<file path="src/rtl/uart_pkg.sv">
// uart_pkg: types and helpers shared by the UART transmit path and its FIFO users.
package uart_pkg;

  typedef enum logic [1:0] {
    PAR_NONE = 2'd0,
    PAR_ODD  = 2'd1,
    PAR_EVEN = 2'd2
  } parity_e;

  typedef enum logic [2:0] {
    IDLE,
    START,
    DATA,
    PARITY,
    STOP
  } tx_state_e;

  localparam int unsigned MIN_DIV = 2;

  // Divisors below two cannot hold a line level for a whole bit, so they are clamped.
  function automatic int unsigned eff_div(input int unsigned div);
    return (div < MIN_DIV) ? MIN_DIV : div;
  endfunction

endpackage

</file>
<file path="src/rtl/uart_sync_fifo.sv">
// uart_sync_fifo: single-clock first-word-fall-through FIFO; dout is valid while !empty.
module uart_sync_fifo #(
  parameter int WIDTH = 8,
  parameter int DEPTH = 16
) (
  input  logic                       clk,
  input  logic                       rst,
  input  logic                       push,
  input  logic [WIDTH-1:0]           din,
  input  logic                       pop,
  output logic [WIDTH-1:0]           dout,
  output logic                       full,
  output logic                       empty,
  output logic [$clog2(DEPTH+1)-1:0] level
);

  localparam int AW = $clog2(DEPTH);
  localparam int LW = $clog2(DEPTH + 1);

  if (DEPTH < 2 || (DEPTH & (DEPTH - 1)) != 0) begin : g_bad_depth
    $fatal(1, "uart_sync_fifo: DEPTH must be a power of two >= 2");
  end

  logic [WIDTH-1:0] r_mem [DEPTH];
  logic [AW-1:0]    r_wr_ptr;
  logic [AW-1:0]    r_rd_ptr;
  logic [LW-1:0]    r_level;
  logic             w_push;
  logic             w_pop;

  // A push is judged against the registered full flag, so a same-cycle pop never frees a slot early.
  assign w_push = push && !full;
  assign w_pop  = pop && !empty;

  always_ff @(posedge clk) begin
    // NOTE: state registers use non-blocking assignments so every flop samples pre-edge values.
    if (rst) begin
      r_wr_ptr <= '0;
      r_rd_ptr <= '0;
      r_level  <= '0;
    end else begin
      if (w_push) r_wr_ptr <= r_wr_ptr + 1'b1;
      if (w_pop)  r_rd_ptr <= r_rd_ptr + 1'b1;
      if (w_push && !w_pop)      r_level <= r_level + 1'b1;
      else if (!w_push && w_pop) r_level <= r_level - 1'b1;
    end
  end

  // NOTE: storage is deliberately not reset; the pointers alone define which entries are valid.
  always_ff @(posedge clk) begin
    if (w_push) r_mem[r_wr_ptr] <= din;
  end

  assign dout  = r_mem[r_rd_ptr];
  assign full  = (r_level == LW'(DEPTH));
  assign empty = (r_level == '0);
  assign level = r_level;

endmodule

</file>
<file path="src/rtl/uart_tx_buffered.sv">
// uart_tx_buffered: FIFO-buffered UART transmitter with run-time divisor, parity and stop bits.
// Optional line-break input i_break is present when UART_TX_BREAK_EN is defined.
module uart_tx_buffered
  import uart_pkg::*;
#(
  parameter int DATA_WIDTH = 8,
  parameter int FIFO_DEPTH = 16,
  parameter int DIV_WIDTH  = 16
) (
  input  logic                            clk,
  input  logic                            rst,
  input  logic                            i_vld,
  input  logic [DATA_WIDTH-1:0]           i_data,
  output logic                            o_rdy,
  input  logic [DIV_WIDTH-1:0]            cfg_div,
  input  logic [1:0]                      cfg_parity,
  input  logic                            cfg_stop2,
`ifdef UART_TX_BREAK_EN
  input  logic                            i_break,
`endif
  output logic [$clog2(FIFO_DEPTH+1)-1:0] o_level,
  output logic                            o_busy,
  output logic                            tx
);

  if (DATA_WIDTH < 5 || DATA_WIDTH > 9) begin : g_bad_width
    $fatal(1, "uart_tx_buffered: DATA_WIDTH must be 5..9");
  end

  localparam logic [3:0] LAST_BIT = 4'(DATA_WIDTH - 1);

  tx_state_e             r_state;
  logic [DIV_WIDTH-1:0]  r_div;
  logic [DIV_WIDTH-1:0]  r_timer;
  logic [3:0]            r_bit_cnt;
  logic [DATA_WIDTH-1:0] r_shift;
  logic                  r_par_en;
  logic                  r_parity;
  logic                  r_stop2;
  logic                  r_tx;

  logic [DATA_WIDTH-1:0] w_fifo_dout;
  logic                  w_fifo_full;
  logic                  w_fifo_empty;
  logic [DIV_WIDTH-1:0]  w_new_div;
  parity_e               w_par_mode;
  logic                  w_bit_end;
  logic                  w_last_stop;
  logic                  w_load;
  logic                  w_block;
  logic                  w_brk_low;
  logic                  w_tx_next;

  uart_sync_fifo #(
    .WIDTH (DATA_WIDTH),
    .DEPTH (FIFO_DEPTH)
  ) u_fifo (
    .clk   (clk),
    .rst   (rst),
    .push  (i_vld),
    .din   (i_data),
    .pop   (w_load),
    .dout  (w_fifo_dout),
    .full  (w_fifo_full),
    .empty (w_fifo_empty),
    .level (o_level)
  );

`ifdef UART_TX_BREAK_EN
  logic [DIV_WIDTH-1:0] r_gap;

  // r_gap guarantees a full bit time of idle-high after a break before the next start bit.
  always_ff @(posedge clk) begin
    if (rst)                   r_gap <= '0;
    else if (r_state == IDLE) begin
      if (i_break)             r_gap <= w_new_div;
      else if (r_gap != '0)    r_gap <= r_gap - 1'b1;
    end
  end

  assign w_block   = i_break || (r_gap != '0);
  assign w_brk_low = i_break;
`else
  assign w_block   = 1'b0;
  assign w_brk_low = 1'b0;
`endif

  assign w_new_div   = DIV_WIDTH'(eff_div(32'(cfg_div)));
  assign w_par_mode  = parity_e'(cfg_parity);
  assign w_bit_end   = (r_timer == '0);
  assign w_last_stop = (r_state == STOP) && w_bit_end && (!r_stop2 || r_bit_cnt == 4'd1);
  assign w_load      = !w_fifo_empty && !w_block && ((r_state == IDLE) || w_last_stop);

  always_comb begin
    // NOTE: assigning a default first keeps every path driven, so no latch is inferred.
    w_tx_next = 1'b1;
    case (r_state)
      IDLE:    w_tx_next = !w_brk_low;
      START:   w_tx_next = 1'b0;
      DATA:    w_tx_next = r_shift[0];
      PARITY:  w_tx_next = r_parity;
      default: w_tx_next = 1'b1;
    endcase
  end

  always_ff @(posedge clk) begin
    if (rst) begin
      r_state   <= IDLE;
      r_div     <= DIV_WIDTH'(MIN_DIV);
      r_timer   <= '0;
      r_bit_cnt <= '0;
      r_shift   <= '0;
      r_par_en  <= 1'b0;
      r_parity  <= 1'b0;
      r_stop2   <= 1'b0;
      r_tx      <= 1'b1;
    end else begin
      r_tx <= w_tx_next;
      if (w_load) begin
        // Configuration is captured here and held for the whole frame.
        r_state   <= START;
        r_shift   <= w_fifo_dout;
        r_div     <= w_new_div;
        r_timer   <= w_new_div - 1'b1;
        r_bit_cnt <= '0;
        r_stop2   <= cfg_stop2;
        r_par_en  <= (w_par_mode == PAR_ODD) || (w_par_mode == PAR_EVEN);
        r_parity  <= (w_par_mode == PAR_ODD) ? ~^w_fifo_dout : ^w_fifo_dout;
      end else if (r_state != IDLE) begin
        if (!w_bit_end) begin
          r_timer <= r_timer - 1'b1;
        end else begin
          r_timer <= r_div - 1'b1;
          case (r_state)
            START: begin
              r_state   <= DATA;
              r_bit_cnt <= '0;
            end
            DATA: begin
              r_shift <= r_shift >> 1;
              if (r_bit_cnt == LAST_BIT) begin
                r_bit_cnt <= '0;
                r_state   <= r_par_en ? PARITY : STOP;
              end else begin
                r_bit_cnt <= r_bit_cnt + 1'b1;
              end
            end
            PARITY: begin
              r_state   <= STOP;
              r_bit_cnt <= '0;
            end
            STOP: begin
              if (w_last_stop) r_state   <= IDLE;
              else             r_bit_cnt <= r_bit_cnt + 1'b1;
            end
            default: r_state <= IDLE;
          endcase
        end
      end
    end
  end

  assign tx     = r_tx;
  assign o_rdy  = !w_fifo_full;
  assign o_busy = (r_state != IDLE) || (o_level != '0);

endmodule

</file>
<file path="config.mk">
export PLATFORM = sky130hd
export DESIGN_NAME = uart_tx_buffered
export DESIGN_NICKNAME = d
export VERILOG_FILES = /design/src/rtl/uart_pkg.sv /design/src/rtl/uart_sync_fifo.sv /design/src/rtl/uart_tx_buffered.sv
export SDC_FILE = /design/constraint.sdc
export NUM_CORES = 1
export LEC_CHECK = 0
export BUFFER_PORTS_ARGS = -buffer_cell sky130_fd_sc_hd__buf_4
export CAP_MARGIN = 20
export CORE_MARGIN = 3
export CORE_UTILIZATION = 40
export DETAILED_ROUTE_END_ITERATION = 8
export PLACE_DENSITY = 0.59
export SYNTH_ARGS = -nofsm -noshare
export SYNTH_HDL_FRONTEND = slang
export SYNTH_SLANG_ARGS = --single-unit
</file>
<file path="constraint.sdc">
create_clock -name clk -period 4.3 [get_ports clk]
set_input_delay 0.215 -clock clk [delete_from_list [all_inputs] [get_ports clk]]
set_output_delay 0.215 -clock clk [all_outputs]
set_load 0.005 [all_outputs]
</file>
# Yosys cells after proc, flatten, opt, wreduce, memory -nomap -nowiden
# Memory sizes are Yosys's and may differ from the RTL's. A register that Yosys moved wholly into a read port is not among the register bits.
# Index checks and enable logic that the tools add are counted.
# word_totals
mem_bits_rw,128
out_inout_bits,8
ff_bits,64
mem_count,1
# op_classes
magnitude_cmp,1
add_sub_neg,8
n_eq_ne,14
reduce_logical,34
n_mux,26
# memory_table
name,words,width,rd,rd_clocked_by_memory_dff,write_ports,line,rtl
u_fifo.r_mem,16,8,1,1,1,uart_sync_fifo.sv:24,logic [WIDTH-1:0] r_mem [DEPTH];
# ops
operator,n
$mux 16,4
$sub 16x1->16 const B,3
$mux 8,4
$logic_not 16->1,1
$lt 16x2->1 const B,1
$mux 4,4
$add 4x1->4 const B,3
$pmux 3 s4,1
$pmux 4 s3,1
$reduce_and 4->1,3
$mux 5,2
$mux 3,3
$reduce_bool 2->1,4
$reduce_xnor 8->1,1
$reduce_xor 8->1,1
$logic_and 1x1->1,7
$eq 3x2->1 const B,2
$mux 1,6
$ne 2x2->1 const B,3
$ne 3x2->1 const B,2
$reduce_bool 3->1,2
$add 5x1->5 const B,1
$eq 5x5->1 const B,1
$logic_not 1->1,5
other kinds (14),18

# Logic depth before layout (Yosys ltp)
# Gate-level depths: netlist of the first run.
# depth
word_depth,9
mapped_depth,18
ltp_nobuf,16

# Hierarchy
# A second synthesis of the first run with hierarchy kept.
# hier_totals
cells_unflattened,709
area_unflattened_um2,8803.4
# by_module_without_submodules
module,area_per_inst_um2,seq_area_each_um2,instances,cells_each
uart_sync_fifo,5715.5,4184.0,1,309
uart_tx_buffered,3088.0,1021.0,1,400

# Least setup slack after synthesis of the first run
# Ideal clock, no wire load.
# synth_timing
path_kind,register to register
start,register r_bit_cnt[1]
end,register u_fifo.r_level[4] (netlist: u_fifo.level[4])
path_stages_with_launch,18
n_path_buf,2
arrival_time_ns,3.369
slack_ns,0.861
required_ns,4.230
setup_time_ns,0.070
path_cell_list,dfxtp_1 -> inv_1 -> ha_1 -> nor3b_1 -> o2111a_1 -> a21oi_2 -> nor2_8 -> inv_2 -> buf_2 -> buf_1 -> ha_1 -> inv_1 -> fa_1 -> a21o_1 -> a21oi_1 -> xnor2_1 -> or3_1 -> a21oi_1
# synth_via
elab_chain_len,9
# synth_lines
item,line,rtl
from (decl),uart_tx_buffered.sv:35,logic [3:0] r_bit_cnt;
from (signal assigned),uart_tx_buffered.sv:145,r_bit_cnt <= r_bit_cnt + 1'b1;
from (signal assigned),uart_tx_buffered.sv:154,else r_bit_cnt <= r_bit_cnt + 1'b1;
$eq 4x1->1 *,uart_tx_buffered.sv:91,assign w_last_stop = (r_state == STOP) && w_bit_end && (!r_stop2 || r_bit_cnt == 4'd1);
$logic_or 1x1->1 *,uart_tx_buffered.sv:91,
$logic_and 1x1->1 *,uart_tx_buffered.sv:91,
$logic_or 1x1->1 *,uart_tx_buffered.sv:92,assign w_load = !w_fifo_empty && !w_block && ((r_state == IDLE) || w_last_stop);
$logic_and 1x1->1 *,uart_tx_buffered.sv:92,
$logic_and 1x1->1 *,uart_sync_fifo.sv:33,assign w_pop = pop && !empty;
$logic_not 1->1,uart_sync_fifo.sv:44,if (w_push && !w_pop) r_level <= r_level + 1'b1;
$logic_and 1x1->1,uart_sync_fifo.sv:44,
$mux 5 / $reduce_bool 2->1 (equally long branches),--,
to (signal assigned),uart_sync_fifo.sv:44,
to (signal assigned),uart_sync_fifo.sv:45,else if (!w_push && w_pop) r_level <= r_level - 1'b1;
to (decl),uart_sync_fifo.sv:27,logic [LW-1:0] r_level;
# Mark *: on every way between the ends. The rest lies on a longest branch, timed or not.
# A chain may end at the register's enable or synchronous reset.

# Worst setup path after layout of the first run
# layout_timing
start,register r_bit_cnt[0]
end,register r_timer[12]
# layout_via
elab_chain_len,6
# layout_lines
item,line,rtl
$eq 4x1->1 *,uart_tx_buffered.sv:91,
$logic_or 1x1->1 *,uart_tx_buffered.sv:91,
$logic_and 1x1->1 *,uart_tx_buffered.sv:91,
$logic_or 1x1->1 *,uart_tx_buffered.sv:92,
$logic_and 1x1->1 *,uart_tx_buffered.sv:92,
$mux 16 / $reduce_bool 2->1 (equally long branches),--,
to (signal assigned),uart_tx_buffered.sv:124,r_timer <= w_new_div - 1'b1;
to (signal assigned),uart_tx_buffered.sv:131,r_timer <= r_timer - 1'b1;
to (signal assigned),uart_tx_buffered.sv:133,r_timer <= r_div - 1'b1;
to (decl),uart_tx_buffered.sv:34,logic [DIV_WIDTH-1:0] r_timer;
# Marks and branches as above.

==> metrics.yaml, run 1 <==
run_status:
  outcome: "completed"
placed_design:
  dpl.cell_count: 959
  port-buffer-count: 37
  dp_hpwl_um: 12100
  place.gp.congestion: 0.847
setup_path:
  end_kind: "flop"
  crit_arrival_ns: 4.18
  setup.reg_to_reg.worst_slack_ns: 0.45
  criticalPathCategory: "reg -> reg"
  critPathRequiredTime_ns: 4.64
  critPathMaxFanout: 27
  worstSetupStartpointType: "flop"
timing:
  fin_worst_skew_ns: 0.00934
  setup_viol: 0
  worst_slew_pin_slew_ns: 0.968
  rsz0062_at_grt: "no"
  hold_viol: 0
  relSlewSlack_pct: 35.0
  finalSetupTns_ns: 0
  slew_viol_final: 0
  fin_crit_sh_pct: 89.4
  fmax_mhz: 260
  fin_crit_ns: 3.85
synth:
  avgSynthCellArea_um2: 12.8
  synth_top_area_share_pct: 44.4
  netlist_instances: 678
  synth_area_leader_cell: "edfxtp_1"
  synth_area_leaders: "edfxtp_1 (44%), dfxtp_1 (16%), mux4_2 (8.6%)"
  seq_area_frac_synth_pct: 60.1
  ys_seq_elements: 196
  syn-cell-area_um2: 8660
  synth-edff-count: 128
  synthFlopType: "edfxtp_1"
  syn-num-nets: 722
  yosys_warnings: 0
  synthArstFlopShare_pct: 0
  synth_cell_types: 65
final_layout:
  post-route-util_pct: 46.3
  nFillCells: 1846
  insertedDiodeCount: 0
  final_cells: 992
  syn_to_final_growth_pct: 13.0
  drive_gt1_share_pct: 18.0
  nNetsFinal: 748
clocking:
  cts_hold_buf: 0
  h-tree-depth: 4
  clk_path_buf_depth: 2
  clkSinkCount: 196
  cts_tree: "built"
  clock_latency_ns: 0.44
  cts_resized: 0
  cts_buffers: 17
  cts_root_buffer: "clkbuf_16"
  cts_setup_buffers: 0
  path_clk_slew_ns: 0.08
power:
  ir_worst_vdd_mv: 0.344
  p_leak_uw: 0.00330
  p_int_uw: 4130
  share_comb_of_total_power_pct: 37.6
  switching_power_uw: 2430
  power_density_nw_per_um2: 671
  power_frac_seq_pct: 37.4
  power_frac_clock_pct: 25.0
  total_power_uw: 6560
  switching_share_pct: 37.1
route:
  viasPerCell: 5.51
  dr.pass1.iters: 5
  drc: 0
  drt-initial-drc-count: 423
  final_antenna_net_count: 0
  via_count: 5462
  wl_per_cell_um: 18.3
  drt-total-wl_um: 18200
die:
  io_pins: 38
  start_util_pct: 40.9
  die_x_um: 153
  dieArea_um2: 23500
  fp.dieH_um: 153
  coreArea_um2: 21200
  rows: 53
grt:
  grt_antenna_before_repair: 0
  grt_pass1_vias: 5531
  met3_usage_pct: 2.89
  met2_usage_pct: 26.1
  grt_max_degree: 62
  met1_usage_pct: 21.4
  grt_use_total_pct: 15.8
  grt_overflow: 0
  top_usage_layer: "met2"
  grt_first_pass_wirelength_um: 29600
worst_hold_path:
  hold_class: "in -> reg"
run:
  drv_cap: 0
==> synth_stat cells (7+ instances only) <==
cell,n
mux4_2,33
xnor2_1,13
a21oi_1,44
xor2_1,13
ha_1,13
buf_1,7
inv_1,12
nand3_1,11
nor3_1,21
o21ai_0,21
edfxtp_1,128
buf_2,9
clkbuf_1,18
nor2_1,76
a311oi_1,11
nand2_1,71
a211oi_1,17
dfxtp_1,68
==> metal layers <==
metal	wire, um	share of wire [%]	vias to the layer above
met1	8190	45	2700
met2	8980	49	133
li1	-	-	2610
met3	756	4.2	19
met4	252	1.4	0
met5	0	0	-
==> layout make-up <==
class	count	area, um2	share of cell area, %
clock buffer	17	425	4.35
clock inverter	15	205	2.10
inverter	13	48.8	0.499
multi-input combinational	429	3190	32.6
sequential	196	5210	53.2
tap	275	344	3.52
timing repair buffer	47	360	3.68
==> power groups by stage <==
stage / logic [uW] / registers [uW] / clock network, uW
floorplan: 2030 / 2400 / 0
global placement: 2410 / 2490 / 0
detailed placement: 2440 / 2500 / 0
CTS: 2460 / 2460 / 1680
global route: 2740 / 2500 / 1750
finish: 2460 / 2450 / 1640
==> kinds of logic (layout without fill, tap and decap cells) <==
group | Yosys count | count (layout) | share of synthesized area, %
XOR/XNOR | 29 | 29 | 3.27
buffers and inverters | 53 | 92 | 3.06
AO/OA/AOI/OAI | 134 | 134 | 10.4
flip-flops | 196 | 196 | 60.1
multiplexers | 41 | 41 | 10.1
adder cells (fa/ha/maj) | 14 | 14 | 2.11
AND/OR/NAND/NOR | 211 | 211 | 11.0
==> worst max-delay path, cell delays in order (launching register included) <==
cell and delay [ns]:
dfxtp_1 0.41, ha_1 0.18, nor3b_1 0.35, o2111a_1 0.30, a21oi_2 0.14, nor2_8 0.32, inv_2 0.31, nor3_1 0.32
a21o_1 0.12, ha_1 0.19, o211a_4 0.22, nand2_2 0.08, or4_1 0.54, a311oi_1 0.28
==> path summary, 6_finish.rpt <==
| check | from | endpoint | depth (start not counted) |
|---|---|---|---|
| worst max-delay path | r_bit_cnt[0]$_SDFFE_PP0P_ | r_timer[12]$_SDFFE_PP0P_ | 13 |
| worst min-delay path | cfg_stop2 | r_stop2$_SDFFE_PP0N_ | 3 |
| worst max register to register | r_bit_cnt[0]$_SDFFE_PP0P_ | r_timer[12]$_SDFFE_PP0P_ | 13 |
| worst min register to register | r_stop2$_SDFFE_PP0N_ | r_stop2$_SDFFE_PP0N_ | 2 |
==> flip-flops by register name, indices dropped and copies added (netlist names), 3 cells and up, named ones only <==
signal           cells
r_bit_cnt            4
u_fifo.r_wr_ptr      4
r_state              3
r_div               16
u_fifo.level         5
u_fifo.r_rd_ptr      4
r_timer             16
u_fifo.r_mem       128
r_shift              8
==> metrics by stage <==
| step | instance area, um2 | setup slack (ns) | hold WS [ns] |
|---|---|---|---|
| 5_1_grt | 9780 | 0.248 | 0.0321 |
| 2_1_floorplan | 8660 | 0.861 | 0.314 |
| 3_3_place_gp | 9140 | 0.692 | 0.453 |
| 6_report | 9780 | 0.454 | 0.0296 |
| 4_1_cts | 9770 | 0.472 | 0.0188 |
| 3_5_place_dp | 9140 | 0.547 | 0.452 |
==> layout by cell type (no fill, tap or decap), types with 3 or more instances in the layout <==
master / count
buf_4: 46
nor3_1: 20
mux2i_1: 5
clkinv_8: 5
nand2b_1: 4
xor2_1: 13
nor2_1: 76
a22oi_1: 6
inv_1: 12
o211ai_1: 3
mux4_1: 3
a21o_1: 4
a221o_1: 3
inv_12: 4
nand4_1: 6
or3_1: 3
o21ai_0: 21
inv_8: 3
clkbuf_16: 17
nand2_1: 71
a311oi_1: 11
and2_1: 3
a211oi_1: 17
dfxtp_1: 67
xnor2_1: 13
mux4_2: 33
ha_1: 13
edfxtp_1: 128
nand3_1: 11
a21oi_1: 44
(Power assumes the default switching activity.)
==> run 2, diff against run 1 <==
--- a/config.mk
+++ b/config.mk
@@ -5,12 +5,14 @@
 export SDC_FILE = /design/constraint.sdc
 export NUM_CORES = 1
 export LEC_CHECK = 0
+export ABC_AREA = 1
 export BUFFER_PORTS_ARGS = -buffer_cell sky130_fd_sc_hd__buf_4
 export CAP_MARGIN = 20
 export CORE_MARGIN = 3
 export CORE_UTILIZATION = 40
 export DETAILED_ROUTE_END_ITERATION = 8
 export PLACE_DENSITY = 0.59
+export SKIP_LAST_GASP = 1
 export SYNTH_ARGS = -nofsm -noshare
 export SYNTH_HDL_FRONTEND = slang
 export SYNTH_SLANG_ARGS = --single-unit
==> metrics.yaml, run 2 <==
run_status:
  outcome: "completed"
route:
  drt-initial-drc-count: 545
  viasPerCell: 4.83
  final_antenna_net_count: 0
  top_layer: "met4"
  via_count: 7075
  wl_met1_um: 10400
  wl_per_cell_um: 14.5
  wl_met3_um: 708
  wl_met2_um: 9850
  drt-total-wl_um: 21200
  dr.pass1.iters: 5
  drc: 0
synth:
  netlist_instances: 1118
  synth_commonest_cells: "nand2_1 (348), inv_1 (146), edfxtp_1 (128)"
  syn-cell-area_um2: 9360
  syn-num-nets: 1162
  synth.most_common_cell: "nand2_1"
  synth_area_leader_cell: "edfxtp_1"
  synthFlopType: "edfxtp_1"
  synthArstFlopShare_pct: 0
  seq_area_frac_synth_pct: 55.6
  ys_seq_elements: 196
  synth_area_leaders: "edfxtp_1 (41%), dfxtp_1 (15%), nand2_1 (14%)"
  synth-edff-count: 128
  yosys_warnings: 0
  avgSynthCellArea_um2: 8.37
  synth_cell_types: 42
  synth_top_area_share_pct: 41.1
setup_path:
  crit_arrival_ns: 3.67
  cp_slowest_cell: "o21bai_4"
  end_kind: "flop"
  timing.critical_path.buf_inv: 1
  cp_cell_sequence: "nor2_1, nand2_1, nor2_1, nand2_2, o21bai_4, nand2_4, ha_1, inv_1, ha_1, a21o_1, a21oi_1, nor2_1, nor2_1, nand2_1, o21ai_0, a21oi_1"
  criticalPathCategory: "reg -> reg"
  cpMostUsedCell: "nor2_1"
  critPathRequiredTime_ns: 4.61
  critPathTopFamily: "simple AND/OR/NAND/NOR gates"
  critPathMaxFanout: 36
  slowest_delay_ns: 0.46
  worstSetupStartpointType: "flop"
die:
  fp.dieH_um: 159
  dieArea_um2: 25300
  start_util_pct: 41.0
  io_pins: 38
  die_x_um: 159
  rows: 55
  coreArea_um2: 22800
clocking:
  path_clk_slew_ns: 0.07
  cts_root_buffer: "clkbuf_16"
  clk_path_buf_depth: 2
  cts_hold_buf: 0
  cts_buffers: 17
  cts_tree: "built"
  clkSinkCount: 196
  h-tree-depth: 4
  cts_resized: 0
  clock_latency_ns: 0.43
  cts_setup_buffers: 0
placed_design:
  place.gp.congestion: 0.815
  dpl.cell_count: 1433
  dp_slack_ns: 0.996
  port-buffer-count: 37
  dp_hpwl_um: 13700
timing:
  worst_slew_pin_slew_ns: 1.09
  rsz0062_at_grt: "no"
  layout_setup_ws_ns: 0.946
  finalSetupTns_ns: 0
  fin_crit_ns: 3.35
  hold_viol: 0
  slew_viol_final: 0
  setup_viol: 0
  fmax_mhz: 298
  fin_crit_sh_pct: 78.0
  relSlewSlack_pct: 27.0
  fin_worst_skew_ns: 0.0126
power:
  switching_power_uw: 2780
  p_leak_uw: 0.00453
  power_density_nw_per_um2: 643
  power_frac_clock_pct: 23.6
  total_power_uw: 6740
  share_comb_of_total_power_pct: 41.4
  power_frac_seq_pct: 35.0
  ir_worst_vdd_mv: 0.388
  switching_share_pct: 41.2
  p_int_uw: 3960
final_layout:
  top_register: "u_fifo.r_mem"
  final_cells: 1466
  nFillCells: 2292
  multi_input_area_um2: 3380
  drive_gt1_share_pct: 9.97
  final_common_cell: "nand2_1"
  seqCellArea_um2: 5210
  mostFrequentLayoutCells: "nand2_1 (348), inv_1 (146), edfxtp_1 (128)"
  reg_top3: "u_fifo.r_mem: 128 flops, r_div: 16 flops, r_timer: 16 flops"
  insertedDiodeCount: 0
  largest_reg_flops: 128
  nNetsFinal: 1184
  syn_to_final_growth_pct: 12.1
grt:
  grt_antenna_before_repair: 0
  grt_overflow: 0
  grt_first_pass_wirelength_um: 34600
  grt_pass1_vias: 6726
  grt_use_total_pct: 16.8
  grt_max_degree: 66
run:
  drv_cap: 0
worst_hold_path:
  hold_class: "in -> reg"
-- run 2: cell count changes in the layout (fill, tap and decap cells not counted), sizes merged, moves of 13 or more --
| cell | before | now |
|---|---|---|
| a211oi | 17 | 4 |
| nor2 | 77 | 99 |
| inv | 22 | 157 |
| mux4 | 36 | 0 |
| nand2 | 72 | 362 |
| nor3 | 21 | 4 |
| nand3 | 11 | 115 |
| o21ai | 24 | 53 |
| xnor2 | 15 | 2 |
-- run 2: final timing paths --
path / start / endpoint / slack [ns] / depth (start not counted)
max: r_timer[0]$_SDFFE_PP0P_ / u_fifo.level[4]$_SDFFE_PP0P_ / 0.95 / 16
min: cfg_stop2 / r_stop2$_SDFFE_PP0N_ / 0.06 / 3
max reg2reg: r_timer[0]$_SDFFE_PP0P_ / u_fifo.level[4]$_SDFFE_PP0P_ / 0.95 / 16
min reg2reg: r_div[12]$_SDFFE_PP0N_ / r_div[12]$_SDFFE_PP0N_ / 0.46 / 2
-- run 2: cell families (layout without fill, tap and decap cells) --
logic type | after synthesis | in the layout | share of synthesized area [%]
adders and majority gates | 14 | 14 | 1.95
AOI/OAI and AO/OA | 123 | 123 | 7.46
xor gates and xnor gates | 4 | 4 | 0.374
buffers and inverters | 194 | 229 | 8.24
DFF | 196 | 196 | 55.6
and+or+nand+nor | 587 | 587 | 26.4
-- run 2: layout make-up --
cell class	count	share of cell area, %
Timing Repair Buffer	45	3.34
Inverter	152	5.44
Tap cell	313	3.73
Clock inverter	15	1.59
Sequential cell	196	49.6
Clock buffer	17	4.05
Multi-Input combinational cell	728	32.2
-- run 2: tightest hold or removal path: cells and delay by family --
| family | cells | cell delay (ns) |
|---|---|---|
| buffers and inverters | 1 | 0.08 |
| AO/OA/AOI/OAI | 1 | 0.07 |
| AND/OR/NAND/NOR | 1 | 0.09 |
-- run 2: metal layers --
| layer | up-vias | track usage (%) |
|---|---|---|
| met5 | - | 0 |
| met4 | 0 | 4.30 |
| met3 | 19 | 2.65 |
| met2 | 118 | 27.5 |
| met1 | 3285 | 23.6 |
| li1 | 3653 | - |
-- run 2: power by group through the flow --
stage	logic [uW]	registers (uW)	clock network (uW)
5_1_grt	3200	2390	1700
2_1_floorplan	2150	2370	0
6_report	2790	2360	1590
4_1_cts	2800	2360	1620
3_3_place_gp	2760	2400	0
3_5_place_dp	2780	2400	0
-- run 2: stage by stage --
stage               utilization, %  hold WS (ns)  cell area (um2)
floorplan                        -         0.314             9360
global placement              43.2         0.441             9880
detailed placement            43.2         0.449             9880
CTS                           45.8        0.0460            10500
global route                  45.9        0.0543            10500
finish                        45.9        0.0598            10500
